`src/rtl/mmio_arb_pkg.sv`:
```
// Shared definitions for the two-port MMIO arbiter: FSM encoding, port indices
// and the value returned to a master when a read is aborted by timeout.
package mmio_arb_pkg;

  typedef enum logic [1:0] {
    IDLE  = 2'd0,
    ISSUE = 2'd1,
    RESP  = 2'd2
  } arb_state_e;

  localparam logic PORT_CPU = 1'b0;
  localparam logic PORT_AUX = 1'b1;

  localparam logic [7:0] ERR_RDATA = 8'hFF;

endpackage

```
`src/rtl/mmio_rr_pick.sv`:
```
// Two-way round-robin pick: a lone requester wins outright, on contention the
// port that did not own the last transaction wins.
module mmio_rr_pick
  import mmio_arb_pkg::*;
(
  input  logic req0,
  input  logic req1,
  input  logic owner,
  output logic valid,
  output logic grant
);

  assign valid = req0 | req1;
  assign grant = (req0 && req1) ? ~owner : (req1 ? PORT_AUX : PORT_CPU);

endmodule

```
`src/rtl/mmio_arbiter.sv`:
```
// Serialises CPU (port 0) and auxiliary (port 1) accesses onto the peripheral bus.
// Optional stall timeout with error reporting under MMIO_ARB_TIMEOUT_EN.
module mmio_arbiter
  import mmio_arb_pkg::*;
#(
  parameter int ADDR_W  = 15,
  parameter int DATA_W  = 8,
  parameter int TIMEOUT = 255
) (
  input  logic              clk,
  input  logic              reset_n,
  input  logic              req0,
  input  logic              req1,
  input  logic              we0,
  input  logic              we1,
  input  logic [ADDR_W-1:0] addr0,
  input  logic [ADDR_W-1:0] addr1,
  input  logic [DATA_W-1:0] wdata0,
  input  logic [DATA_W-1:0] wdata1,
  output logic              ack0,
  output logic              ack1,
  output logic [DATA_W-1:0] rdata0,
  output logic [DATA_W-1:0] rdata1,
  output logic              err0,
  output logic              err1,
  output logic              bus_re,
  output logic              bus_we,
  output logic [ADDR_W-1:0] bus_addr,
  output logic [DATA_W-1:0] bus_wdata,
  input  logic [DATA_W-1:0] bus_rdata,
  input  logic              bus_stall,
  output logic              busy,
  output logic              owner
);

  arb_state_e             state;
  logic                   pick_valid;
  logic                   pick_grant;
  logic                   sel_we;
  logic [ADDR_W-1:0]      sel_addr;
  logic [DATA_W-1:0]      sel_wdata;
  logic                   cur_we;
  logic                   timeout_hit;
  logic                   timed_out;
  logic [1:0]             ack_q;
  logic [1:0][DATA_W-1:0] rdata_q;
  logic [DATA_W-1:0]      resp_data;

  mmio_rr_pick u_pick (
    .req0  (req0),
    .req1  (req1),
    .owner (owner),
    .valid (pick_valid),
    .grant (pick_grant)
  );

  assign sel_we    = pick_grant ? we1    : we0;
  assign sel_addr  = pick_grant ? addr1  : addr0;
  assign sel_wdata = pick_grant ? wdata1 : wdata0;

`ifdef MMIO_ARB_TIMEOUT_EN
  localparam int CNT_W = $clog2(TIMEOUT + 1);

  logic [CNT_W-1:0] stall_cnt;
  logic [1:0]       err_q;

  // Fires on the TIMEOUT-th consecutive stalled strobe cycle.
  assign timeout_hit = (state == ISSUE) && bus_stall &&
                       (stall_cnt == CNT_W'(TIMEOUT - 1));

  always_ff @(posedge clk or negedge reset_n) begin
    if (!reset_n) begin
      stall_cnt <= '0;
      err_q     <= '0;
      timed_out <= 1'b0;
    end else if (state == IDLE) begin
      if (pick_valid) stall_cnt <= '0;
    end else if (state == ISSUE) begin
      if (bus_stall && !timeout_hit) begin
        stall_cnt <= stall_cnt + 1'b1;
      end else begin
        err_q[owner] <= timeout_hit;
        timed_out    <= timeout_hit;
      end
    end
  end

  assign err0 = err_q[0];
  assign err1 = err_q[1];
`else
  logic [$clog2(TIMEOUT + 1)-1:0] unused_timeout;
  assign unused_timeout = '0;
  assign timeout_hit    = 1'b0;
  assign timed_out      = 1'b0;
  assign err0           = 1'b0;
  assign err1           = 1'b0;
`endif

  always_ff @(posedge clk or negedge reset_n) begin
    if (!reset_n) begin
      state     <= IDLE;
      owner     <= PORT_AUX;
      cur_we    <= 1'b0;
      bus_re    <= 1'b0;
      bus_we    <= 1'b0;
      bus_addr  <= '0;
      bus_wdata <= '0;
      ack_q     <= '0;
      rdata_q   <= '0;
    end else begin
      ack_q <= '0;
      case (state)
        IDLE: begin
          if (pick_valid) begin
            owner     <= pick_grant;
            cur_we    <= sel_we;
            bus_addr  <= sel_addr;
            bus_wdata <= sel_wdata;
            bus_re    <= ~sel_we;
            bus_we    <= sel_we;
            state     <= ISSUE;
          end
        end
        ISSUE: begin
          if (!bus_stall || timeout_hit) begin
            bus_re       <= 1'b0;
            bus_we       <= 1'b0;
            ack_q[owner] <= 1'b1;
            state        <= RESP;
          end
        end
        RESP: begin
          if (!cur_we) rdata_q[owner] <= resp_data;
          state <= IDLE;
        end
        default: state <= IDLE;
      endcase
    end
  end

  // The bus presents read data one cycle after the strobe, i.e. during RESP,
  // so the acked port sees it directly and the register holds it afterwards.
  assign resp_data = timed_out ? '1 : bus_rdata;
  assign rdata0    = (ack_q[0] && !cur_we) ? resp_data : rdata_q[0];
  assign rdata1    = (ack_q[1] && !cur_we) ? resp_data : rdata_q[1];
  assign ack0      = ack_q[0];
  assign ack1      = ack_q[1];
  assign busy      = (state != IDLE);

endmodule

```
`config.mk`:
```
export PLATFORM = sky130hd
export DESIGN_NAME = mmio_arbiter
export DESIGN_NICKNAME = d
export VERILOG_FILES = /design/src/rtl/mmio_arb_pkg.sv /design/src/rtl/mmio_rr_pick.sv /design/src/rtl/mmio_arbiter.sv
export SDC_FILE = /design/constraint.sdc
export NUM_CORES = 1
export LEC_CHECK = 0
export ABC_CLOCK_PERIOD_IN_PS = 1900
export BUFFER_PORTS_ARGS = -buffer_cell sky130_fd_sc_hd__buf_2
export CORE_MARGIN = 2
export CORE_UTILIZATION = 40
export CTS_CLUSTER_DIAMETER = 120
export CTS_CLUSTER_SIZE = 16
export DETAILED_ROUTE_END_ITERATION = 8
export PLACE_DENSITY = 0.7
export SLEW_MARGIN = 10
export SYNTH_ARGS = -nofsm -noshare
export SYNTH_HDL_FRONTEND = slang
export SYNTH_SLANG_ARGS = --single-unit
```
`constraint.sdc`:
```
create_clock -name clk -period 1.9 [get_ports clk]
set_input_delay 0.095 -clock clk [delete_from_list [all_inputs] [get_ports clk]]
set_output_delay 0.095 -clock clk [all_outputs]
set_load 0.01 [all_outputs]
```
==> reports/results.txt, run 1 <==
outcome -> finished, final reports clean
RR Startpoint -> owner$_DFFE_PN1P_
Final WS setup -> 0.203 ns
utilization after layout -> 0.535
most used cell, CP -> nand2_1
#FFs+latches synth -> 47
area grow syn2layout -> 30.3%
FF/Latch Area -> 0.00118 mm^2
fin area -> 0.00315 mm^2
crit path capture type -> output port
Die Ht -> 81.8 um
mapped cell area -> 0.00242 mm^2
Final Skew -> 0.00654 ns
number of flops mapped to enable cells by yosys -> 0
Seq/Total Area, Yosys -> 0.487
number of global-route vias before repair -> 1645
relative slew slack -> 0.595
Syn Inst Count -> 195
FF-to-FF path depth -> 4
number of port buffers -> 105
drt wl/cell -> 12.7 um
Post-Route WL -> 4820 um
Post-Place Setup Slack -> 0.262 ns
Crit Path Category -> flip-flop to output port
Tot Pwr -> 4.57 mW
asr flop ratio synth -> 1.00
Sink Count -> 47
Post-Place Cell Area -> 0.00302 mm^2
ANT cells -> 0
fin cells -> 380
Post-synth top flop -> dfrtp_1
remaining antenna violation count -> 0
Power Dens Cells -> 1450 mW/mm^2
clock root buffer -> clkbuf_8
share of Yosys cell area claimed by the top area cell type -> 0.476
Req. time, crit path -> 1.80 ns
Ports -> 108
CP max FO -> 8
max cap viols -> 0
die area -> 0.00668 mm^2
RD Place Congestion -> 0.725
worst skew pair latency -> 0.29 ns
flop-to-flop setup slack -> 0.25 ns
minimum clock period -> 1.70 ns
core area -> 0.00589 mm^2
Max stage delay cell, worst path -> nor2b_1
DRC viols -> 0
leakage -> 1.66 nW
Setup crit start kind -> flip-flop
via count -> 1786
H-tree Lvls -> 2
f_max -> 0.589 GHz
setup TNS -> 0 ns
crit path DAT -> 1.60 ns
Die X -> 81.8 um
RSZ-0062 raised after global routing -> false
count of pins over their slew limit -> 0
most frequent cells after synthesis -> 49 x nand2_1, 46 x dfrtp_1, 45 x mux2_2, 20 x mux2_4, 4 x clkbuf_1
FILL cells -> 542
final net count -> 365
Starting Density -> 0.411
worst-path cell chain -> nor2b_1 -> nand2_1 -> nand2_1 -> buf_2
hold_ws -> 0.0217 ns
largest area contributor in the netlist -> dfrtp_1
Placed Cells incl. Taps -> 371
Slew @ Worst Pin -> 0.607 ns
multi-input logic area -> 0.00114 mm^2
largest net degree at the start of global routing -> 26
Worst VDD drop -> 0.000605 V
DRT iter0 DRCs -> 47
YS warnings -> 0
Worst Setup SP -> cur_we$_DFFE_PN0P_
clk slew on worst S/H paths -> 0.08 ns
drt via density -> 4.70
cells resized by post-CTS repair -> 0
max incr delay on CP -> 0.52 ns
FP Rows -> 28
dominant cells by area after synthesis -> dfrtp_1 48%, mux2_2 21%, mux2_4 12%, nand2_1 7.6%, buf_12 1.7%
fin crit share -> 0.893
Worst Setup EP -> rdata1[6]
TritonCTS buffer count -> 5
GRT Util Overall -> 0.149
# setup viols final -> 0
CTS tree -> built
Worst Hold Class -> primary input to flip-flop
Avg Inst Size Synth -> 12.4 um^2
most frequent cell after synthesis -> nand2_1
Synth cell types -> 27
hpwl dp -> 3720 um
GR Overflow Total -> 0
Final Hold Fails -> 0
reg-to-reg endpoint -> bus_we$_DFFE_PN0P_
drt pass-1 iters -> 4
first-pass GRT wire length -> 7570 um
initial antenna violation count -> 0
layout cell share with drive strength beyond 1 -> 0.620
CTS max path bufs -> 2
area by class of cell:
type,count,area share
clock buffer,6,0.0262
timing repair buffer,113,0.195
tap,75,0.0298
sequential,47,0.374
clock inverter,2,0.0111
multi-input combinational,135,0.362
inverter,2,0.00238
sequential cells by signal (all words and copies together), names as in the netlist:
signal	cells
bus_wdata	8
rdata_q	16
cur_we	1
bus_re	1
owner	1
bus_we	1
bus_addr	15
state	2
ack_q	2
worst min path at each step:
stage	slack, ns	start	to	cells after the start
CTS	0.009	req0	owner$_DFFE_PN1P_	2
floorplan	-0.20	reset_n	ack_q[0]$_DFF_PN0_	0
finish	0.02	req0	owner$_DFFE_PN1P_	2
global route	0.004	req0	owner$_DFFE_PN1P_	2
global placement	0.11	reset_n	state[1]$_DFFE_PN0P_	1
detailed placement	0.12	reset_n	ack_q[1]$_DFF_PN0_	1
logic make-up after synthesis:
family	synth area share
and+or+nand+nor	0.117
buffers and inverters	0.0429
other	0.00155
muxes	0.334
DFF	0.487
AOI/OAI and AO/OA	0.0181
report_power, final:
| group | internal, mW | switching, mW |
|---|---|---|
| combinational | 1.11 | 0.951 |
| clock | 0.426 | 0.315 |
| sequential | 1.49 | 0.273 |
| total | 3.03 | 1.54 |
placed cells by master, fill, tap and decap left out:
master         Yosys  routed
or3b_2             1       1
o21ai_2            1       1
nor4b_4            1       1
a31oi_1            1       1
dfrtp_1           46      46
nor4bb_1           1       1
and2_1             1       1
mux2_4            20      20
o311ai_0           1       1
buf_2              3     105
clkinv_2           0       1
buf_4              2       5
bufinv_16          0       1
a21oi_1            1       1
conb_1             1       2
dfstp_2            1       1
dlygate4sd3_1      0       1
buf_12             2       2
nor2b_1            2       2
clkbuf_8           0       6
a21bo_1            1       1
mux2_2            45      45
nand3b_1           1       1
nor2_1             3       3
inv_1              2       2
nand2b_1           2       2
nand2_1           49      49
o21ai_0            1       1
and2_0             1       1
repair_timing:
item / 4_1_cts / 5_1_grt
setup endpoints to repair: 0 / 0
hold buffers: 1 / 0
hold endpoints to repair: 21 / 0
buffers inserted: 0 / 0
per-layer routing:
| metal | wire length, um | vias to the layer above | track usage | share of wire |
|---|---|---|---|---|
| met3 | 383 | 4 | 0.0462 | 0.079 |
| met1 | 2150 | 827 | 0.190 | 0.45 |
| met4 | 36 | 0 | 0.0400 | 0.0075 |
| li1 | - | 875 | - | - |
| met5 | 0 | - | 0 | 0 |
| met2 | 2250 | 80 | 0.246 | 0.47 |
worst max-delay path, delay by kind of cell, from the launching register on:
| kind | cells | cell delay, ns |
|---|---|---|
| buffers and inverters | 1 | 0.13 |
| AND/OR/NAND/NOR | 3 | 0.71 |
| flip-flops | 1 | 0.47 |
(Power assumes the default switching activity.)
==> run 2, diff against run 1 <==
--- a/config.mk
+++ b/config.mk
@@ -7,6 +7,7 @@
 export LEC_CHECK = 0
 export ABC_CLOCK_PERIOD_IN_PS = 1900
 export BUFFER_PORTS_ARGS = -buffer_cell sky130_fd_sc_hd__buf_2
+export CORE_ASPECT_RATIO = 1.2
 export CORE_MARGIN = 2
 export CORE_UTILIZATION = 40
 export CTS_CLUSTER_DIAMETER = 120
==> reports/results.txt, run 2 (synthesis results as in run 1) <==
outcome -> finished, final reports clean
remaining antenna violation count -> 0 (unchanged)
core area -> 0.00593 mm^2 (+0.83%)
initial antenna violation count -> 0 (unchanged)
number of port buffers -> 105 (unchanged)
Final Skew -> 0.00941 ns (+0.00287 ns)
DRC viols -> 0 (unchanged)
CP max FO -> 8 (unchanged)
FF/Latch Area -> 0.00118 mm^2 (unchanged)
RD Place Congestion -> 0.782 (+7.8%)
Switch Pwr -> 1.55 mW (+0.94%)
max cap viols -> 0 (unchanged)
Setup crit start kind -> flip-flop
fin crit share -> 0.908 (+0.0147)
drt pass-1 iters -> 4 (unchanged)
hpwl dp -> 3820 um (+2.8%)
count of pins over their slew limit -> 0 (unchanged)
crit path capture type -> output port
final net count -> 366 (+0.27%)
H-tree Lvls -> 2 (unchanged)
TritonCTS buffer count -> 5 (unchanged)
commonest non-fill, non-tap cell in the layout -> buf_2
Final Hold Fails -> 0 (unchanged)
ANT cells -> 0 (unchanged)
Internal -> 3.12 mW (+3.3%)
Die X -> 75.0 um (-8.3%)
DRT iter0 DRCs -> 54 (+15%)
Worst Hold Class -> primary input to flip-flop
CTS max path bufs -> 2 (unchanged)
Crit Path Category -> flip-flop to output port
Power Dens Cells -> 1480 mW/mm^2 (+1.9%)
Ports -> 108 (unchanged)
Worst Setup SP -> cur_we$_DFFE_PN0P_
clock share of power -> 0.184 (+0.022)
die area -> 0.00669 mm^2 (about the same)
RR Startpoint -> owner$_DFFE_PN1P_
flop-to-flop setup slack -> 0.19 ns (-0.06 ns)
reg-to-reg endpoint -> bus_wdata[5]$_DFFE_PN0P_
drt via density -> 4.63 (-1.6%)
Post-Place Setup Slack -> 0.206 ns (-0.0555 ns)
FILL cells -> 526 (-3.0%)
Die Ht -> 89.2 um (+9.1%)
largest register by flop count -> rdata_q
Regs by FF count -> rdata_q (16), bus_addr (15), bus_wdata (8)
area grow syn2layout -> 31.0%
CTS tree -> built
via count -> 1795 (+0.50%)
number of global-route vias before repair -> 1726 (+4.9%)
Starting Density -> 0.408 (-0.00338)
Sink Count -> 47 (unchanged)
first-pass GRT wire length -> 7900 um (+4.4%)
layout cell share with drive strength beyond 1 -> 0.618 (-0.00203)
clock root buffer -> clkbuf_8
Req. time, crit path -> 1.80 ns (about the same)
Hold Path Origin -> req0
most frequent cells in the layout -> 105 x buf_2, 49 x nand2_1, 46 x dfrtp_1
RSZ-0062 raised after global routing -> false
FF-to-FF path depth -> 4 (unchanged)
FP Rows -> 31 (+11%)
GRT Util Overall -> 0.156 (+0.00721)
Final WS setup -> 0.175 ns (-0.0280 ns)
combinational share of power -> 0.440 (-0.012)
Worst Setup EP -> rdata1[1]
f_max -> 0.580 GHz (-1.6%)
# setup viols final -> 0 (unchanged)
largest net degree at the start of global routing -> 30 (+15%)
Post-Route WL -> 4970 um (+3.0%)
leakage -> 1.67 nW (+0.27%)
worst skew pair latency -> 0.30 ns (about the same)
relative slew slack -> 0.568 (-0.0272)
multi-input logic area -> 0.00114 mm^2 (unchanged)
Worst VDD drop -> 0.000577 V (-4.6%)
minimum clock period -> 1.72 ns (+0.0280 ns)
drt wl/cell -> 12.8 um (+0.92%)
clk slew on worst S/H paths -> 0.09 ns (about the same)
crit path DAT -> 1.63 ns (+0.03 ns)
Slew @ Worst Pin -> 0.649 ns (+0.0420 ns)
register share of total power -> 0.376 (-0.010)
Largest register FFs -> 16 (unchanged)
Switching Share -> 0.332 (-0.00505)
Setup Fix Bufs, Post-CTS -> 0 (unchanged)
GR Overflow Total -> 0 (unchanged)
setup TNS -> 0 ns (unchanged)
## run 2: cell types whose count changed in the layout (fill, tap and decap cells not counted), sizes merged
cell    before  now
clkinv       1    0
buf        112  113
bufinv       1    2
## run 2: area by class of cell
type / count / share of cell area
sequential: 47 / 0.371
multi-input combinational: 135 / 0.360
timing repair buffer: 114 / 0.192
tap: 82 / 0.0324
clock buffer: 6 / 0.0229
clock inverter: 2 / 0.0189
inverter: 2 / 0.00237
## run 2: worst max-delay path: stages (launching register included)
cell and delay (ns):
dfrtp_1 0.48, nor2b_1 0.54, nand2_1 0.11, nand2_1 0.08, buf_2 0.12
## run 2: repair_timing
action	4_1_cts	5_1_grt
gates resized for setup	0	0
endpoints found under the hold margin	26	0
hold buffers	1	0
## run 2: through the flow
step                total power [mW]  utilization  instances  hold slack [ns]  cell area (um^2)
floorplan                       3.10            -        196           -0.201              2420
global placement                3.82        0.510        379            0.151              3030
detailed placement              3.88        0.510        379            0.165              3030
CTS                             4.75        0.534        388           0.0294              3170
global route                    5.04        0.534        388           0.0260              3170
finish                          4.68        0.534        388           0.0246              3170
## run 2: how the worst min path moves through the flow
stage | end | slack [ns] | depth (start not counted)
2_1_floorplan | ack_q[0]$_DFF_PN0_ | -0.20 | 0
3_3_place_gp | rdata_q[8]$_DFFE_PN0P_ | 0.15 | 1
3_5_place_dp | rdata_q[14]$_DFFE_PN0P_ | 0.16 | 1
4_1_cts | owner$_DFFE_PN1P_ | 0.03 | 2
5_1_grt | owner$_DFFE_PN1P_ | 0.03 | 2
6_report | owner$_DFFE_PN1P_ | 0.02 | 2
## run 2: power groups by stage
| stage | clock, mW | combinational, mW | sequential, mW |
|---|---|---|---|
| after global routing | 0.924 | 2.28 | 1.84 |
| after floorplan | 0 | 1.21 | 1.90 |
| after detailed placement | 0 | 2.10 | 1.78 |
| after global placement | 0 | 2.05 | 1.77 |
| final | 0.859 | 2.06 | 1.76 |
| after CTS | 0.882 | 2.10 | 1.77 |
## run 2: layer usage
layer	share of wire	vias to the layer above	GRT usage	wire length, um
met5	0	-	0	0
met4	0.0066	0	0.0536	33
met3	0.097	2	0.0586	481
met2	0.48	92	0.249	2370
met1	0.42	824	0.194	2090
li1	-	877	-	-
==> run 3, diff against run 2 <==
--- a/config.mk
+++ b/config.mk
@@ -8,13 +8,14 @@
 export ABC_CLOCK_PERIOD_IN_PS = 1900
 export BUFFER_PORTS_ARGS = -buffer_cell sky130_fd_sc_hd__buf_2
 export CORE_ASPECT_RATIO = 1.2
-export CORE_MARGIN = 2
+export CORE_MARGIN = 4
 export CORE_UTILIZATION = 40
 export CTS_CLUSTER_DIAMETER = 120
 export CTS_CLUSTER_SIZE = 16
 export DETAILED_ROUTE_END_ITERATION = 8
 export PLACE_DENSITY = 0.7
-export SLEW_MARGIN = 10
+export RECOVER_POWER = 50
+export SLEW_MARGIN = 20
 export SYNTH_ARGS = -nofsm -noshare
 export SYNTH_HDL_FRONTEND = slang
 export SYNTH_SLANG_ARGS = --single-unit
==> reports/results.txt, run 3 (synthesis results as in run 1) <==
outcome -> finished, final reports clean
hpwl dp -> 4000 um (+4.7%)
FILL cells -> 554 (+5.3%)
DRC viols -> 0 (unchanged)
DRT iter0 DRCs -> 47 (-13%)
Worst Hold Class -> primary input to flip-flop
H-tree Lvls -> 2 (unchanged)
drt pass-1 iters -> 4 (unchanged)
via count -> 1789 (-0.33%)
commonest non-fill, non-tap cell in the layout -> buf_2
hold_ws -> 0.0234 ns (-0.00117 ns)
FF/Latch Area -> 0.00118 mm^2 (unchanged)
core area -> 0.00578 mm^2 (-2.6%)
most frequent cells in the layout -> 79 x buf_2, 49 x nand2_1, 46 x dfrtp_1
RD Place Congestion -> 0.728 (-6.9%)
most used cell, CP -> mux2_2
Ports -> 108 (unchanged)
# setup viols final -> 0 (unchanged)
RSZ-0062 raised after global routing -> false
kind of cell adding the most delay to the critical path -> multiplexers
Req. time, crit path -> 2.07 ns (+0.27 ns)
die area -> 0.00736 mm^2 (+10%)
Slew @ Worst Pin -> 1.36 ns (+0.714 ns)
CTS max path bufs -> 2 (unchanged)
GRT Util Overall -> 0.145 (-0.0110)
clock root buffer -> clkbuf_8
max incr delay on CP -> 0.53 ns (about the same)
number of port buffers -> 105 (unchanged)
Crit Path Category -> flip-flop to flip-flop
setup TNS -> 0 ns (unchanged)
max cap viols -> 0 (unchanged)
fin crit share -> 0.869 (-0.0388)
count of pins over their slew limit -> 0 (unchanged)
leakage -> 1.58 nW (-5.1%)
worst-path cell chain -> a21bo_1 -> buf_12 -> mux2_2 -> mux2_2
Setup crit start kind -> flip-flop
final net count -> 367 (+0.27%)
multi-input logic area -> 0.00114 mm^2 (unchanged)
drt wl/cell -> 13.1 um (+2.1%)
Worst VDD drop -> 0.000644 V (+12%)
relative slew slack -> 0.0919 (-0.476)
area grow syn2layout -> 28.8%
worst skew pair latency -> 0.29 ns (about the same)
CP max FO -> 21 (+13)
FP Rows -> 30 (-3.2%)
largest register by flop count -> rdata_q
TritonCTS buffer count -> 5 (unchanged)
Die Ht -> 93.2 um (+4.5%)
f_max -> 0.606 GHz (+4.5%)
crit path capture type -> flip-flop
minimum clock period -> 1.65 ns (-0.0738 ns)
Largest register FFs -> 16 (unchanged)
Post-Route WL -> 5060 um (+1.9%)
Starting Density -> 0.418 (+0.0109)
number of global-route vias before repair -> 1812 (+5.0%)
fin cells -> 387 (-0.26%)
Final Hold Fails -> 0 (unchanged)
initial antenna violation count -> 0 (unchanged)
first-pass GRT wire length -> 8440 um (+6.8%)
crit path DAT -> 1.82 ns (+0.19 ns)
GR Overflow Total -> 0 (unchanged)
Power Dens Cells -> 1410 mW/mm^2 (-4.7%)
crit path buf inv count -> 1 (unchanged)
largest net degree at the start of global routing -> 25 (-17%)
ANT cells -> 0 (unchanged)
Max stage delay cell, worst path -> dfstp_2
drt via density -> 4.62 (about the same)
Placed Cells incl. Taps -> 378 (-0.26%)
Die X -> 79.0 um (+5.3%)
Sink Count -> 47 (unchanged)
Final Skew -> 0.00513 ns (-0.00429 ns)
layout cell share with drive strength beyond 1 -> 0.528 (-0.0900)
clk slew on worst S/H paths -> 0.07 ns (-0.02 ns)
CTS tree -> built
Regs by FF count -> rdata_q (16), bus_addr (15), bus_wdata (8)
remaining antenna violation count -> 0 (unchanged)
## run 3: changes by cell type in the layout (fill, tap and decap cells not counted), sizes merged
cell	before	now
clkbuf	6	34
buf	113	88
bufinv	2	0
## run 3: power breakdown
part           internal, mW  switching, mW
Clock                 0.261          0.293
Combinational          1.08          0.965
Sequential             1.49          0.287
## run 3: stage by stage
step / worst slack, ns / cell area [um^2] / total power, mW / util
finish: 0.249 / 3110 / 4.38 / 0.539
global route: 0.0939 / 3110 / 4.72 / 0.539
CTS: 0.225 / 3150 / 4.52 / 0.544
detailed placement: 0.254 / 3060 / 3.94 / 0.529
global placement: 0.290 / 3060 / 3.88 / 0.529
floorplan: 0.236 / 2420 / 3.10 / -
## run 3: metal layers
layer  routed length, um  GRT usage
met4                  30     0.0430
met5                   0          0
met2                2450      0.244
met1                2120      0.177
met3                 454     0.0472
## run 3: final timing paths
kind,start,end,slack [ns],cells after the start
max in group asynchronous,reset_n,owner$_DFFE_PN1P_,0.42,3
min,req0,owner$_DFFE_PN1P_,0.02,2
min reg2reg,bus_addr[12]$_DFFE_PN0P_,bus_addr[12]$_DFFE_PN0P_,0.51,1
max,owner$_DFFE_PN1P_,cur_we$_DFFE_PN0P_,0.25,4
min in group asynchronous,reset_n,rdata_q[6]$_DFFE_PN0P_,0.65,2
max reg2reg,owner$_DFFE_PN1P_,cur_we$_DFFE_PN0P_,0.25,4
## run 3: final cells by class
| type | instances | share of cell area |
|---|---|---|
| Clock buffer | 8 | 0.0257 |
| Multi-Input combinational cell | 135 | 0.366 |
| Sequential cell | 47 | 0.378 |
| Timing Repair Buffer | 115 | 0.195 |
| Tap cell | 80 | 0.0321 |
| Inverter | 2 | 0.00241 |
## run 3: timing repair
item / CTS / global route
hold buffers: 1 / 0
buffers inserted: 0 / 0
gates resized for setup: 0 / 0
endpoints found under the hold margin: 23 / 0
setup endpoints to repair: 0 / 0
